`src/rtl/aes_pkg.sv`:
```
// aes_pkg: GF(2^8) helpers shared by the AES MixColumns datapath.
// Every multiply is built from xtime; reduction polynomial x^8+x^4+x^3+x+1.
package aes_pkg;

  typedef logic [7:0] byte_t;

  localparam byte_t AES_REDUCE = 8'h1B;

  // Multiply by x (i.e. by 2) in GF(2^8) with conditional reduction.
  function automatic byte_t xtime(input byte_t x);
    return {x[6:0], 1'b0} ^ (x[7] ? AES_REDUCE : 8'h00);
  endfunction

  function automatic byte_t gf_mul2(input byte_t x);
    return xtime(x);
  endfunction

  function automatic byte_t gf_mul3(input byte_t x);
    return xtime(x) ^ x;
  endfunction

  // 8*x, the common term of the inverse-matrix constants.
  function automatic byte_t gf_mul8(input byte_t x);
    return xtime(xtime(xtime(x)));
  endfunction

  function automatic byte_t gf_mul9(input byte_t x);
    return gf_mul8(x) ^ x;
  endfunction

  function automatic byte_t gf_mulb(input byte_t x);
    return gf_mul8(x) ^ xtime(x) ^ x;
  endfunction

  function automatic byte_t gf_muld(input byte_t x);
    return gf_mul8(x) ^ xtime(xtime(x)) ^ x;
  endfunction

  function automatic byte_t gf_mule(input byte_t x);
    return gf_mul8(x) ^ xtime(xtime(x)) ^ xtime(x);
  endfunction

endpackage : aes_pkg

```
`src/rtl/mix_single_column.sv`:
```
// mix_single_column: combinational MixColumns over one 32-bit state column.
// Byte s0 is bits [31:24], s3 is bits [7:0]; output uses the same layout.
// Optional macro INV_MIX_COLUMNS_EN builds the inverse matrix, selected by inv_i.
module mix_single_column
  import aes_pkg::*;
(
  input  logic [31:0] col_i,
  input  logic        inv_i,
  output logic [31:0] col_o
);

  byte_t s0, s1, s2, s3;
  byte_t f0, f1, f2, f3;

  assign s0 = col_i[31:24];
  assign s1 = col_i[23:16];
  assign s2 = col_i[15:8];
  assign s3 = col_i[7:0];

  // Forward matrix rows {2,3,1,1} rotated per output byte.
  always_comb begin
    f0 = gf_mul2(s0) ^ gf_mul3(s1) ^ s2          ^ s3;
    f1 = s0          ^ gf_mul2(s1) ^ gf_mul3(s2) ^ s3;
    f2 = s0          ^ s1          ^ gf_mul2(s2) ^ gf_mul3(s3);
    f3 = gf_mul3(s0) ^ s1          ^ s2          ^ gf_mul2(s3);
  end

`ifdef INV_MIX_COLUMNS_EN
  byte_t i0, i1, i2, i3;

  // Inverse matrix rows {E,B,D,9} rotated per output byte, then select by inv.
  always_comb begin
    i0 = gf_mule(s0) ^ gf_mulb(s1) ^ gf_muld(s2) ^ gf_mul9(s3);
    i1 = gf_mul9(s0) ^ gf_mule(s1) ^ gf_mulb(s2) ^ gf_muld(s3);
    i2 = gf_muld(s0) ^ gf_mul9(s1) ^ gf_mule(s2) ^ gf_mulb(s3);
    i3 = gf_mulb(s0) ^ gf_muld(s1) ^ gf_mul9(s2) ^ gf_mule(s3);
    if (inv_i) begin
      col_o = {i0, i1, i2, i3};
    end else begin
      col_o = {f0, f1, f2, f3};
    end
  end
`else
  // inv has no effect in the forward-only build; keep the port for a fixed interface.
  logic unused_inv_s;
  assign unused_inv_s = inv_i;

  // Forward-only build: the column result is always the forward transform.
  always_comb begin
    col_o = {f0, f1, f2, f3};
  end
`endif

endmodule : mix_single_column

```
`src/rtl/aes_mix_columns.sv`:
```
// aes_mix_columns: registered AES MixColumns applied lane-wise to a vector.
// One-cycle latency, one vector per cycle, no stall. Lanes never mix bytes.
// Optional macro INV_MIX_COLUMNS_EN enables InvMixColumns through the inv port.
module aes_mix_columns
  import aes_pkg::*;
#(
  parameter int regSize = 32,
  parameter int vecSize = 4
) (
  input  logic                              clk,
  input  logic                              rst,
  input  logic                              valid_in,
  input  logic                              inv,
  input  logic [vecSize-1:0][regSize-1:0]   vect,
  output logic [vecSize-1:0][regSize-1:0]   new_vect,
  output logic                              valid_out
);

  if (regSize != 32) begin : g_bad_reg_size
    $error("aes_mix_columns: regSize must be 32");
  end
  if (vecSize < 1) begin : g_bad_vec_size
    $error("aes_mix_columns: vecSize must be at least 1");
  end

  logic [vecSize-1:0][regSize-1:0] mixed_s;
  logic [vecSize-1:0][regSize-1:0] new_vect_d, new_vect_q;
  logic                            valid_out_d, valid_out_q;

  for (genvar g = 0; g < vecSize; g++) begin : g_lane
    mix_single_column u_col (
      .col_i (vect[g]),
      .inv_i (inv),
      .col_o (mixed_s[g])
    );
  end

  // Capture the transformed vector when valid; otherwise hold data and drop valid.
  always_comb begin
    new_vect_d  = new_vect_q;
    valid_out_d = 1'b0;
    if (valid_in) begin
      new_vect_d  = mixed_s;
      valid_out_d = 1'b1;
    end else begin
      new_vect_d  = new_vect_q;
      valid_out_d = 1'b0;
    end
  end

  // Result and valid registers; reset clears both immediately.
  always_ff @(posedge clk or posedge rst) begin
    if (rst) begin
      new_vect_q  <= '0;
      valid_out_q <= 1'b0;
    end else begin
      new_vect_q  <= new_vect_d;
      valid_out_q <= valid_out_d;
    end
  end

  assign new_vect  = new_vect_q;
  assign valid_out = valid_out_q;

endmodule : aes_mix_columns

```
`config.mk`:
```
export PLATFORM = sky130hd
export DESIGN_NAME = aes_mix_columns
export DESIGN_NICKNAME = d
export VERILOG_FILES = /design/src/rtl/aes_pkg.sv /design/src/rtl/mix_single_column.sv /design/src/rtl/aes_mix_columns.sv
export SDC_FILE = /design/constraint.sdc
export NUM_CORES = 1
export LEC_CHECK = 0
export CORE_MARGIN = 2
export CORE_UTILIZATION = 44
export CTS_CLUSTER_SIZE = 8
export DETAILED_ROUTE_END_ITERATION = 8
export PLACE_DENSITY = 0.76
export SLEW_MARGIN = 15
export SYNTH_ARGS = -nofsm -noshare
export SYNTH_HDL_FRONTEND = slang
export SYNTH_SLANG_ARGS = --single-unit
```
`constraint.sdc`:
```
create_clock -name clk -period 9.7 [get_ports clk]
set_input_delay 1.94 -clock clk [delete_from_list [all_inputs] [get_ports clk]]
set_output_delay 1.94 -clock clk [all_outputs]
set_load 0.01 [all_outputs]
```
==> key figures, run 1 <==
Outcome
  • Outcome: completed

Power and ir drop
  • Power density cells: ~210 mW/mm2
  • Static leakage power: between 4 and 5 nW
  • Combinational group share of total power: roughly 45%
  • Internal power contribution: around 1.8 mW
  • Switch share: 30.64%
  • Total power: roughly 2.5 mW
  • Share of total power in sequential cells: 32.1%
  • Max rail drop VDD: between 0.0001 and 0.00015 V
  • Clock share of power: between 20% and 30%
  • Power dissipated by switching net loads: slightly below 0.8 mW

Global routing
  • Overall fraction of global-route tracks in use: between 10% and 20%
  • Final global-route overflow total: 0
  • Initial antenna violation count: 0
  • Pin count of the biggest net entering global routing: 77
  • Vias in the first global route: 6110
  • Global-route wire length before repair: 31560 um

Route
  • Count of vias placed by the detailed router: between 5000 and 6000
  • Number of DRC markers in iteration 0: between 100 and 150
  • Per-cell routed wire length: ~16 um
  • DRC: 0
  • Pre-antenna DRT Iters: 4
  • Wire length reported by the detailed router: approximately 20000 um
  • Detailed-route vias per instance: approximately 4.6
  • Antenna viol nets, final: 0

STA
  • Final slew viol count: 0
  • Setup tns final: 0 ns
  • Final Worst Setup Slack: around 6.1 ns
  • Transition time at the pin with the least slew margin: approximately 1 ns
  • Fin. Hold Viols: 0
  • Remaining max-slew budget at the tightest pin: between 30% and 40%
  • RSZ-0062 raised after global routing: no
  • Final setup fails: 0
  • Tightest hold margin: 0.5021 ns
  • Setup clock skew after layout: 0 ns
  • Final worst path period share: between 30% and 40%
  • Shortest clock period the worst path allows after layout: 3.554 ns
  • Achievable frequency: between 200 and 300 MHz

CTS
  • Max Buffers Root-to-Sink: 2
  • CTS resizes: 0
  • TritonCTS Sinks: ~130
  • CTS Root Cell: sky130_fd_sc_hd__clkbuf_16
  • Post-CTS setup buffer count: 0
  • Register clock-pin slew on the reported worst setup and hold paths: approximately 0.05 ns
  • Number of H-tree branching levels: 4
  • Clock latency reported for the late side of the worst-skew pair: around 0.42 ns
  • CTS Buf Count: 17
  • CTS tree: built
  • Post-CTS Hold Buffers: 0

Synth
  • Top post-synthesis cells by count: 356 x sky130_fd_sc_hd__xnor2_1, 129 x sky130_fd_sc_hd__dfrtp_1, 124 x sky130_fd_sc_hd__mux2_2
  • Share of the yosys chip area belonging to registers: 37.14%
  • Number of flops mapped to enable cells by yosys: 0
  • Number of synthesis warnings: 0
  • Register bit total from synthesis: 129
  • Post-Synthesis Mean Instance Area: around 12 um2
  • Most repeated cell in the gate-level netlist after synthesis: sky130_fd_sc_hd__xnor2_1
  • Top cells by area in the synthesized netlist: sky130_fd_sc_hd__dfrtp_1 37%, sky130_fd_sc_hd__xnor2_1 36%, sky130_fd_sc_hd__mux2_2 16%
  • Synthesized instance count: about 720
  • Async S/R FF share, synth: 100.0%
  • Count of distinct cell types in the synthesized netlist: 16
  • Share of the synthesized area in the top cell type: 37.14%
  • Net count after synthesis: between 800 and 900
  • Dominant cell type by area after synthesis: sky130_fd_sc_hd__dfrtp_1
  • Post-synth design cell area: ~0.0087 mm2
  • Most common flop cell mapped by yosys: sky130_fd_sc_hd__dfrtp_1

Finish
  • Fraction of layout cells with a size suffix above 1: ~17%
  • Filler-free cell count of the finished design: roughly 1200
  • Final #Nets: around 1100
  • Synthesis-to-layout area growth: 38.31%
  • Final instance area: around 0.012 mm2
  • Number of antenna diodes: 0
  • Core utilization of the finished layout: 61.96%

Worst hold path
  • Class of the tightest hold or removal check: reg -> reg
  • Startpoint of the worst hold path: new_vect[46]

Worst setup path
  • Cell breakdown of the critical path: buf_4 -> buf_4 -> mux2_2
  • Start-to-end type of the worst setup path: in -> reg
  • Req. time, crit path: about 10 ns
  • Maximum fanout along the worst path: 76
  • Critical register-to-register path startpoint: new_vect[120]
  • Largest stage delay on the critical path: 0.86 ns
  • Sum of buffers and inverters on the critical path: 2
  • Arr. time, crit path: between 3 and 4 ns
  • Most repeated library cell on the critical path: sky130_fd_sc_hd__buf_4
  • Worst setup path startpoint: valid_in
  • CP max stage cell: sky130_fd_sc_hd__buf_4
  • Worst setup EP type: flip-flop
  • Cell type group with the largest total delay on the critical path: buffers and inverters
  • Setup crit start kind: input pin

Placement
  • DP Area: 0.01148 mm2
  • Number of placed instances with taps included: approximately 1200
  • Dpl ws: approximately 5.7 ns
  • GP Congestion: 0.8009
  • Port Buf Inserts: 259
  • Detailed Place HPWL: 15390 um

Die
  • Die width: roughly 140 um
  • Core area: a little under 0.02 mm2
  • Starting Density: roughly 45%
  • Die height: approximately 140 um
  • Row count: between 50 and 60
  • Die Area: between 0.02 and 0.025 mm2
  • Number of I/O pins: 261

Flow run
  • Maxcap violations: 0
## layer usage
metal	wire length, um	global-route usage (%)
met5	0	0
met4	223	5.621
met1	8358	23.34
met2	9851	33.75
met3	1635	6.755
## sequential cells by signal (all words and copies together) (netlist names)
| name | flops |
|---|---|
| valid_out | 1 |
| new_vect | 128 |
## cell families (layout without fill, tap and decap cells)
group | after synthesis | in the layout | synth area share (%)
DFF | 129 | 129 | 37.14
buffers and inverters | 33 | 294 | 1.843
muxes | 128 | 128 | 16.64
xor gates and xnor gates | 431 | 431 | 44.37
## power groups by stage
stage	Clock [mW]	Combinational [mW]	Sequential, mW
global placement	0	1.13	0.815
finish	0.591	1.13	0.814
floorplan	0	0.509	0.902
detailed placement	0	1.14	0.823
CTS	0.606	1.15	0.816
global route	0.629	1.22	0.837
## placed cells by master (no fill, tap or decap)
cell and count:
sky130_fd_sc_hd__buf_4 3, sky130_fd_sc_hd__bufinv_16 1, sky130_fd_sc_hd__clkbuf_1 2, sky130_fd_sc_hd__clkbuf_16 17
sky130_fd_sc_hd__clkbuf_8 1, sky130_fd_sc_hd__clkdlybuf4s50_1 258, sky130_fd_sc_hd__clkinv_2 4, sky130_fd_sc_hd__clkinv_4 2
sky130_fd_sc_hd__clkinvlp_4 3, sky130_fd_sc_hd__dfrtp_1 129, sky130_fd_sc_hd__inv_1 2, sky130_fd_sc_hd__inv_6 1
sky130_fd_sc_hd__mux2_2 124, sky130_fd_sc_hd__mux2_4 2, sky130_fd_sc_hd__mux2i_1 2, sky130_fd_sc_hd__xnor2_1 356
sky130_fd_sc_hd__xnor2_2 6, sky130_fd_sc_hd__xnor3_1 1, sky130_fd_sc_hd__xor2_1 65, sky130_fd_sc_hd__xor2_2 3
## layout make-up
class / instances / area, um2
clock inverters: 10 / 90.09
flip-flops and latches: 129 / 3228
repair buffers: 261 / 2605
inverters: 3 / 16.27
well taps: 265 / 331.6
clock buffers: 20 / 446.7
multi-input cells: 559 / 5303
fillers: 1686 / 7378
## final timing paths
kind | endpoint | slack, ns | cells past startpoint
max | new_vect[71] | 6.15 | 3
min | new_vect[46] | 0.50 | 1
max reg2reg | new_vect[120] | 8.89 | 1
min reg2reg | new_vect[46] | 0.50 | 1
max in group asynchronous | new_vect[100] | 6.41 | 3
min in group asynchronous | new_vect[106] | 1.97 | 2
(Power assumes the default switching activity.)
==> inputs of run 2 (changes only) <==
==> constraint.sdc (replaced) <==
create_clock -name clk -period 3.7 [get_ports clk]
set_input_delay 0.74 -clock clk [delete_from_list [all_inputs] [get_ports clk]]
set_output_delay 0.74 -clock clk [all_outputs]
set_load 0.01 [all_outputs]
==> key figures, run 2 (synthesized netlist as in run 1, its figures left out) <==
Route
  • Uppermost layer routed: met4
  • Pre-antenna DRT Iters: 4 (unchanged)
  • Wire length on met1: 8299 um (-0.71%)
  • Wire length reported by the detailed router: 20100 um (+0.14%)
  • DRC: 0 (unchanged)
  • Antenna viol nets, final: 0 (unchanged)
  • Count of vias placed by the detailed router: 5844 (+0.83%)
  • Total met3 wirelength after detailed routing: 1741 um (+6.5%)
  • Detailed-route vias per instance: 4.671 (+0.51%)
  • Met2 wire length: 9861 um (+0.10%)
  • Per-cell routed wire length: 16.06 um (-0.18%)
  • Number of DRC markers in iteration 0: 144 (+30%)

Placement
  • GP Congestion: 0.7829 (-2.2%)
  • Number of placed instances with taps included: 1219 (+0.16%)
  • Port Buf Inserts: 259 (unchanged)
  • Detailed Place HPWL: 15300 um (-0.52%)

STA
  • Final worst path period share: about 59%
  • RSZ-0062 raised after global routing: no
  • Fin. Hold Viols: 0 (unchanged)
  • Tightest hold margin: 0.5022 ns (+0.0001150 ns)
  • Setup tns final: 0 ns (unchanged)
  • Achievable frequency: between 400 and 500 MHz
  • Setup clock skew after layout: 0 ns (unchanged)
  • Transition time at the pin with the least slew margin: 0.7281 ns (-0.2978 ns)
  • Final slew viol count: 0 (unchanged)
  • Shortest clock period the worst path allows after layout: 2.189 ns
  • Final setup fails: 0 (unchanged)
  • Remaining max-slew budget at the tightest pin: 51.46% (+20 points)

Finish
  • Filler-free cell count of the finished design: 1251 (+0.32%)
  • Largest register FFs: 128 (unchanged)
  • Core utilization of the finished layout: 62.69% (+0.72 points)
  • Most frequent cells in the layout: 356 x sky130_fd_sc_hd__xnor2_1, 258 x sky130_fd_sc_hd__clkdlybuf4s50_1, 129 x sky130_fd_sc_hd__dfrtp_1, 124 x sky130_fd_sc_hd__mux2_2, 65 x sky130_fd_sc_hd__xor2_1
  • Final #Nets: 1105 (+0.18%)
  • Fill cell count: 1658 (-1.7%)
  • Total area of multi-input combinational cells: 0.005303 mm2 (unchanged)
  • Number of antenna diodes: 0 (unchanged)
  • FF/Latch Area: 0.003228 mm2 (unchanged)
  • Fraction of layout cells with a size suffix above 1: 17.44% (+0.44 points)
  • Synthesis-to-layout area growth: 39.92%
  • Commonest non-fill, non-tap cell in the layout: sky130_fd_sc_hd__xnor2_1

Die
  • Die height: 144.5 um (unchanged)
  • Die width: 144.5 um (unchanged)
  • Number of I/O pins: 261 (unchanged)
  • Row count: 51 (unchanged)
  • Die Area: 0.02089 mm2 (unchanged)
  • Starting Density: 44.80% (unchanged)
  • Core area: 0.01940 mm2 (unchanged)

Power and ir drop
  • Static leakage power: 4.479 nW (+1.5%)
  • Power density cells: 568.2 mW/mm2 (+170%)
  • Max rail drop VDD: 0.0003138 V (+140%)

Worst setup path
  • Req. time, crit path: 4.00 ns (-6.00 ns)
  • Setup crit start kind: input pin
  • Maximum fanout along the worst path: 6 (-92%)
  • Worst setup EP type: flip-flop
  • Start-to-end type of the worst setup path: in -> reg
  • Arr. time, crit path: 2.49 ns (-1.37 ns)

CTS
  • Max Buffers Root-to-Sink: 2 (unchanged)
  • CTS resizes: 0 (unchanged)
  • TritonCTS Sinks: 129 (unchanged)
  • Number of H-tree branching levels: 4 (unchanged)
  • Register clock-pin slew on the reported worst setup and hold paths: 0.05 ns (about the same)
  • CTS tree: built
  • Post-CTS setup buffer count: 0 (unchanged)
  • Clock latency reported for the late side of the worst-skew pair: 0.41 ns (about the same)
  • CTS Buf Count: 17 (unchanged)
  • Post-CTS Hold Buffers: 0 (unchanged)
  • CTS Root Cell: sky130_fd_sc_hd__clkbuf_16

Global routing
  • Initial antenna violation count: 0 (unchanged)
  • Global-route wire length before repair: 32150 um (+1.9%)
  • Overall fraction of global-route tracks in use: 19.74% (+0.098 points)
  • Final global-route overflow total: 0 (unchanged)
  • Vias in the first global route: 6214 (+1.7%)
  • Pin count of the biggest net entering global routing: 130 (+69%)

Worst hold path
  • Class of the tightest hold or removal check: reg -> reg

Outcome
  • Outcome: completed

Flow run
  • Maxcap violations: 0 (unchanged)
run 2: stage by stage:
stage               setup slack (ns)  power (mW)  cell area (um2)
floorplan                      1.365       3.701             8695
global placement               1.065       5.112            11520
detailed placement             1.091       5.153            11520
CTS                            1.506       7.019            12160
global route                   1.426       7.323            12160
finish                         1.511       6.909            12160
run 2: cell type report:
cell class                      count  share of cell area [%]
Clock buffer                       20                   3.756
Timing Repair Buffer              263                   21.75
Multi-Input combinational cell    559                   43.61
Inverter                            3                  0.1235
Tap cell                          265                   2.727
Sequential cell                   129                   26.55
Clock inverter                     12                   1.492
run 2: path summary, 6_finish.rpt:
check	startpoint	cells past startpoint	to	slack, ns
setup reg to reg	new_vect[120]	1	new_vect[120]	2.92
setup / recovery	vect[39]	5	new_vect[43]	1.51
hold / removal	new_vect[92]	1	new_vect[92]	0.50
min in group asynchronous	rst	3	new_vect[72]	0.87
max in group asynchronous	rst	3	new_vect[29]	2.26
hold reg to reg	new_vect[92]	1	new_vect[92]	0.50
run 2: routing by layer:
layer | global-route usage [%] | vias up
li1 | - | 2814
met1 | 23.73 | 2825
met2 | 33.45 | 188
met3 | 7.450 | 17
met4 | 4.905 | 0
met5 | 0 | -
run 2: where the power goes:
part           leakage, nW  switching [mW]  internal [mW]
combinational         2.66            1.17           1.80
sequential            1.51           0.240           1.89
clock                0.311           0.649           1.17
total                 4.48            2.06           4.85
run 2: critical path: stages:
cell and delay (ns):
sky130_fd_sc_hd__clkdlybuf4s50_1 0.59, sky130_fd_sc_hd__xnor2_1 0.54, sky130_fd_sc_hd__xnor2_1 0.19, sky130_fd_sc_hd__xnor2_1 0.16, sky130_fd_sc_hd__mux2_2 0.26
==> inputs of run 3 (changes only) <==
==> constraint.sdc (replaced) <==
create_clock -name clk -period 2.25 [get_ports clk]
set_input_delay 0.45 -clock clk [delete_from_list [all_inputs] [get_ports clk]]
set_output_delay 0.45 -clock clk [all_outputs]
set_load 0.01 [all_outputs]
==> key figures, run 3 (synthesized netlist as in run 1, its figures left out) <==
Worst setup path
  • Worst setup EP type: flip-flop
  • Setup crit start kind: input pin
  • Start-to-end type of the worst setup path: in -> reg
  • Req. time, crit path: 2.55 ns (-1.45 ns)
  • Maximum fanout along the worst path: 4 (-2)
  • Arr. time, crit path: 2.14 ns (-0.35 ns)

Global routing
  • Final global-route overflow total: 0 (unchanged)
  • Vias in the first global route: 6220 (+0.097%)
  • Initial antenna violation count: 0 (unchanged)
  • Met1 layer usage reported by global route: 24.37% (+0.64 points)
  • Routing layer with the top usage in global route: met2
  • Global-route wire length before repair: 32490 um (+1.1%)
  • Met2 routing resource usage after global routing: 34.80% (+1.3 points)
  • Overall fraction of global-route tracks in use: 20.23% (+0.49 points)
  • Pin count of the biggest net entering global routing: 84 (-35%)
  • Met3 global-route usage: 7.550% (+0.099 points)

Finish
  • Fraction of layout cells with a size suffix above 1: 20.10% (+2.7 points)
  • Core utilization of the finished layout: 63.89% (+1.2 points)
  • Fill cell count: 1632 (-1.6%)
  • Number of antenna diodes: 0 (unchanged)
  • Final #Nets: 1141 (+3.3%)
  • Filler-free cell count of the finished design: 1285 (+2.7%)
  • Commonest non-fill, non-tap cell in the layout: sky130_fd_sc_hd__xnor2_1
  • Largest register FFs: 128 (unchanged)
  • Synthesis-to-layout area growth: 42.60%
  • Most frequent cells in the layout: 356 x sky130_fd_sc_hd__xnor2_1, 258 x sky130_fd_sc_hd__clkdlybuf4s50_1, 129 x sky130_fd_sc_hd__dfrtp_1, 124 x sky130_fd_sc_hd__mux2_2, 65 x sky130_fd_sc_hd__xor2_1

Placement
  • Port Buf Inserts: 259 (unchanged)
  • Number of placed instances with taps included: 1255 (+3.0%)
  • GP Congestion: 0.8157 (+4.2%)
  • Detailed Place HPWL: 15970 um (+4.3%)

Route
  • Count of vias placed by the detailed router: 5936 (+1.6%)
  • DRC: 0 (unchanged)
  • Number of DRC markers in iteration 0: 135 (-6.3%)
  • Per-cell routed wire length: 16.01 um (-0.35%)
  • Wire length reported by the detailed router: 20570 um (+2.4%)
  • Detailed-route vias per instance: 4.619 (-1.1%)
  • Pre-antenna DRT Iters: 4 (unchanged)
  • Antenna viol nets, final: 0 (unchanged)

CTS
  • Post-CTS setup buffer count: 0 (unchanged)
  • CTS resizes: 0 (unchanged)
  • CTS tree: built
  • Number of H-tree branching levels: 4 (unchanged)
  • Clock latency reported for the late side of the worst-skew pair: 0.41 ns (about the same)
  • CTS Root Cell: sky130_fd_sc_hd__clkbuf_16
  • Post-CTS Hold Buffers: 0 (unchanged)
  • Register clock-pin slew on the reported worst setup and hold paths: 0.06 ns (about the same)
  • TritonCTS Sinks: 129 (unchanged)
  • CTS Buf Count: 17 (unchanged)
  • Max Buffers Root-to-Sink: 2 (unchanged)

Die
  • Number of I/O pins: 261 (unchanged)
  • Die Area: 0.02089 mm2 (unchanged)
  • Core area: 0.01940 mm2 (unchanged)
  • Starting Density: 44.80% (unchanged)
  • Row count: 51 (unchanged)
  • Die height: 144.5 um (unchanged)
  • Die width: 144.5 um (unchanged)

Power and ir drop
  • Static leakage power: 4.628 nW (+3.3%)
  • Power density cells: 896.7 mW/mm2 (+58%)
  • Max rail drop VDD: 0.0005194 V (+66%)

STA
  • Transition time at the pin with the least slew margin: 0.6054 ns (-0.1227 ns)
  • Achievable frequency: 544.9 MHz
  • Fin. Hold Viols: 0 (unchanged)
  • RSZ-0062 raised after global routing: no
  • Setup clock skew after layout: 0 ns (unchanged)
  • Shortest clock period the worst path allows after layout: about 1.8 ns
  • Final setup fails: 0 (unchanged)
  • Final worst path period share: 81.57%
  • Final slew viol count: 0 (unchanged)
  • Remaining max-slew budget at the tightest pin: 59.35% (+7.9 points)

Worst hold path
  • Class of the tightest hold or removal check: in -> reg

Flow run
  • Maxcap violations: 0 (unchanged)

Outcome
  • Outcome: completed
-- run 3: changes by cell type in the layout (fill, tap and decap cells not counted), sizes merged --
cell      before  now
buf            5   41
bufinv         4    2
clkbuf        20   19
clkinv         6    7
clkinvlp       2    3
inv            3    2
-- run 3: worst paths after layout --
check	startpoint	end	slack, ns	cells after the start
setup reg to reg	new_vect[23]	new_vect[23]	1.47	1
min in group asynchronous	rst	new_vect[106]	0.47	3
max in group asynchronous	rst	new_vect[36]	1.32	3
setup / recovery	vect[47]	new_vect[63]	0.41	5
hold / removal	valid_in	valid_out	0.34	1
hold reg to reg	new_vect[111]	new_vect[111]	0.50	1
-- run 3: area by class of cell --
cell class                      count  area (um2)  area share (%)
Multi-Input combinational cell    559        5303           42.79
Tap cell                          265       331.6           2.675
Sequential cell                   129        3228           26.05
Clock buffer                       19       432.9           3.493
Inverter                            3       15.01          0.1212
Timing Repair Buffer              299        2965           23.93
Clock inverter                     11       117.6          0.9490
-- run 3: stage by stage --
step	hold slack, ns	TNS [ns]	power, mW	cell area [um2]	worst slack [ns]
after floorplan	0.4814	0	6.086	8695	0.2048
after global placement	0.4889	-0.01493	8.479	11840	-0.009236
after detailed placement	0.4951	-0.03463	8.541	11840	-0.01420
after CTS	0.3349	0	11.28	12390	0.3966
after global routing	0.3341	0	11.77	12390	0.3313
final	0.3449	0	11.11	12390	0.4147
-- run 3: worst max-delay path, cell delays in order --
cell and delay, ns:
sky130_fd_sc_hd__clkdlybuf4s50_1 0.53, sky130_fd_sc_hd__xnor2_1 0.57, sky130_fd_sc_hd__xnor2_1 0.18, sky130_fd_sc_hd__xnor2_1 0.15, sky130_fd_sc_hd__mux2_2 0.27
-- run 3: power breakdown --
group | leakage [nW] | internal, mW | total [mW] | switching, mW
registers | 1.51 | 3.10 | 3.50 | 0.400
clock network | 0.268 | 1.61 | 2.66 | 1.05
logic | 2.85 | 3.01 | 4.95 | 1.93
-- run 3: layer usage --
| metal | vias up | wire length, um |
|---|---|---|
| met4 | 0 | 114 |
| met5 | - | 0 |
| met1 | 2870 | 8616 |
| met3 | 8 | 1654 |
| li1 | 2886 | - |
| met2 | 172 | 10190 |
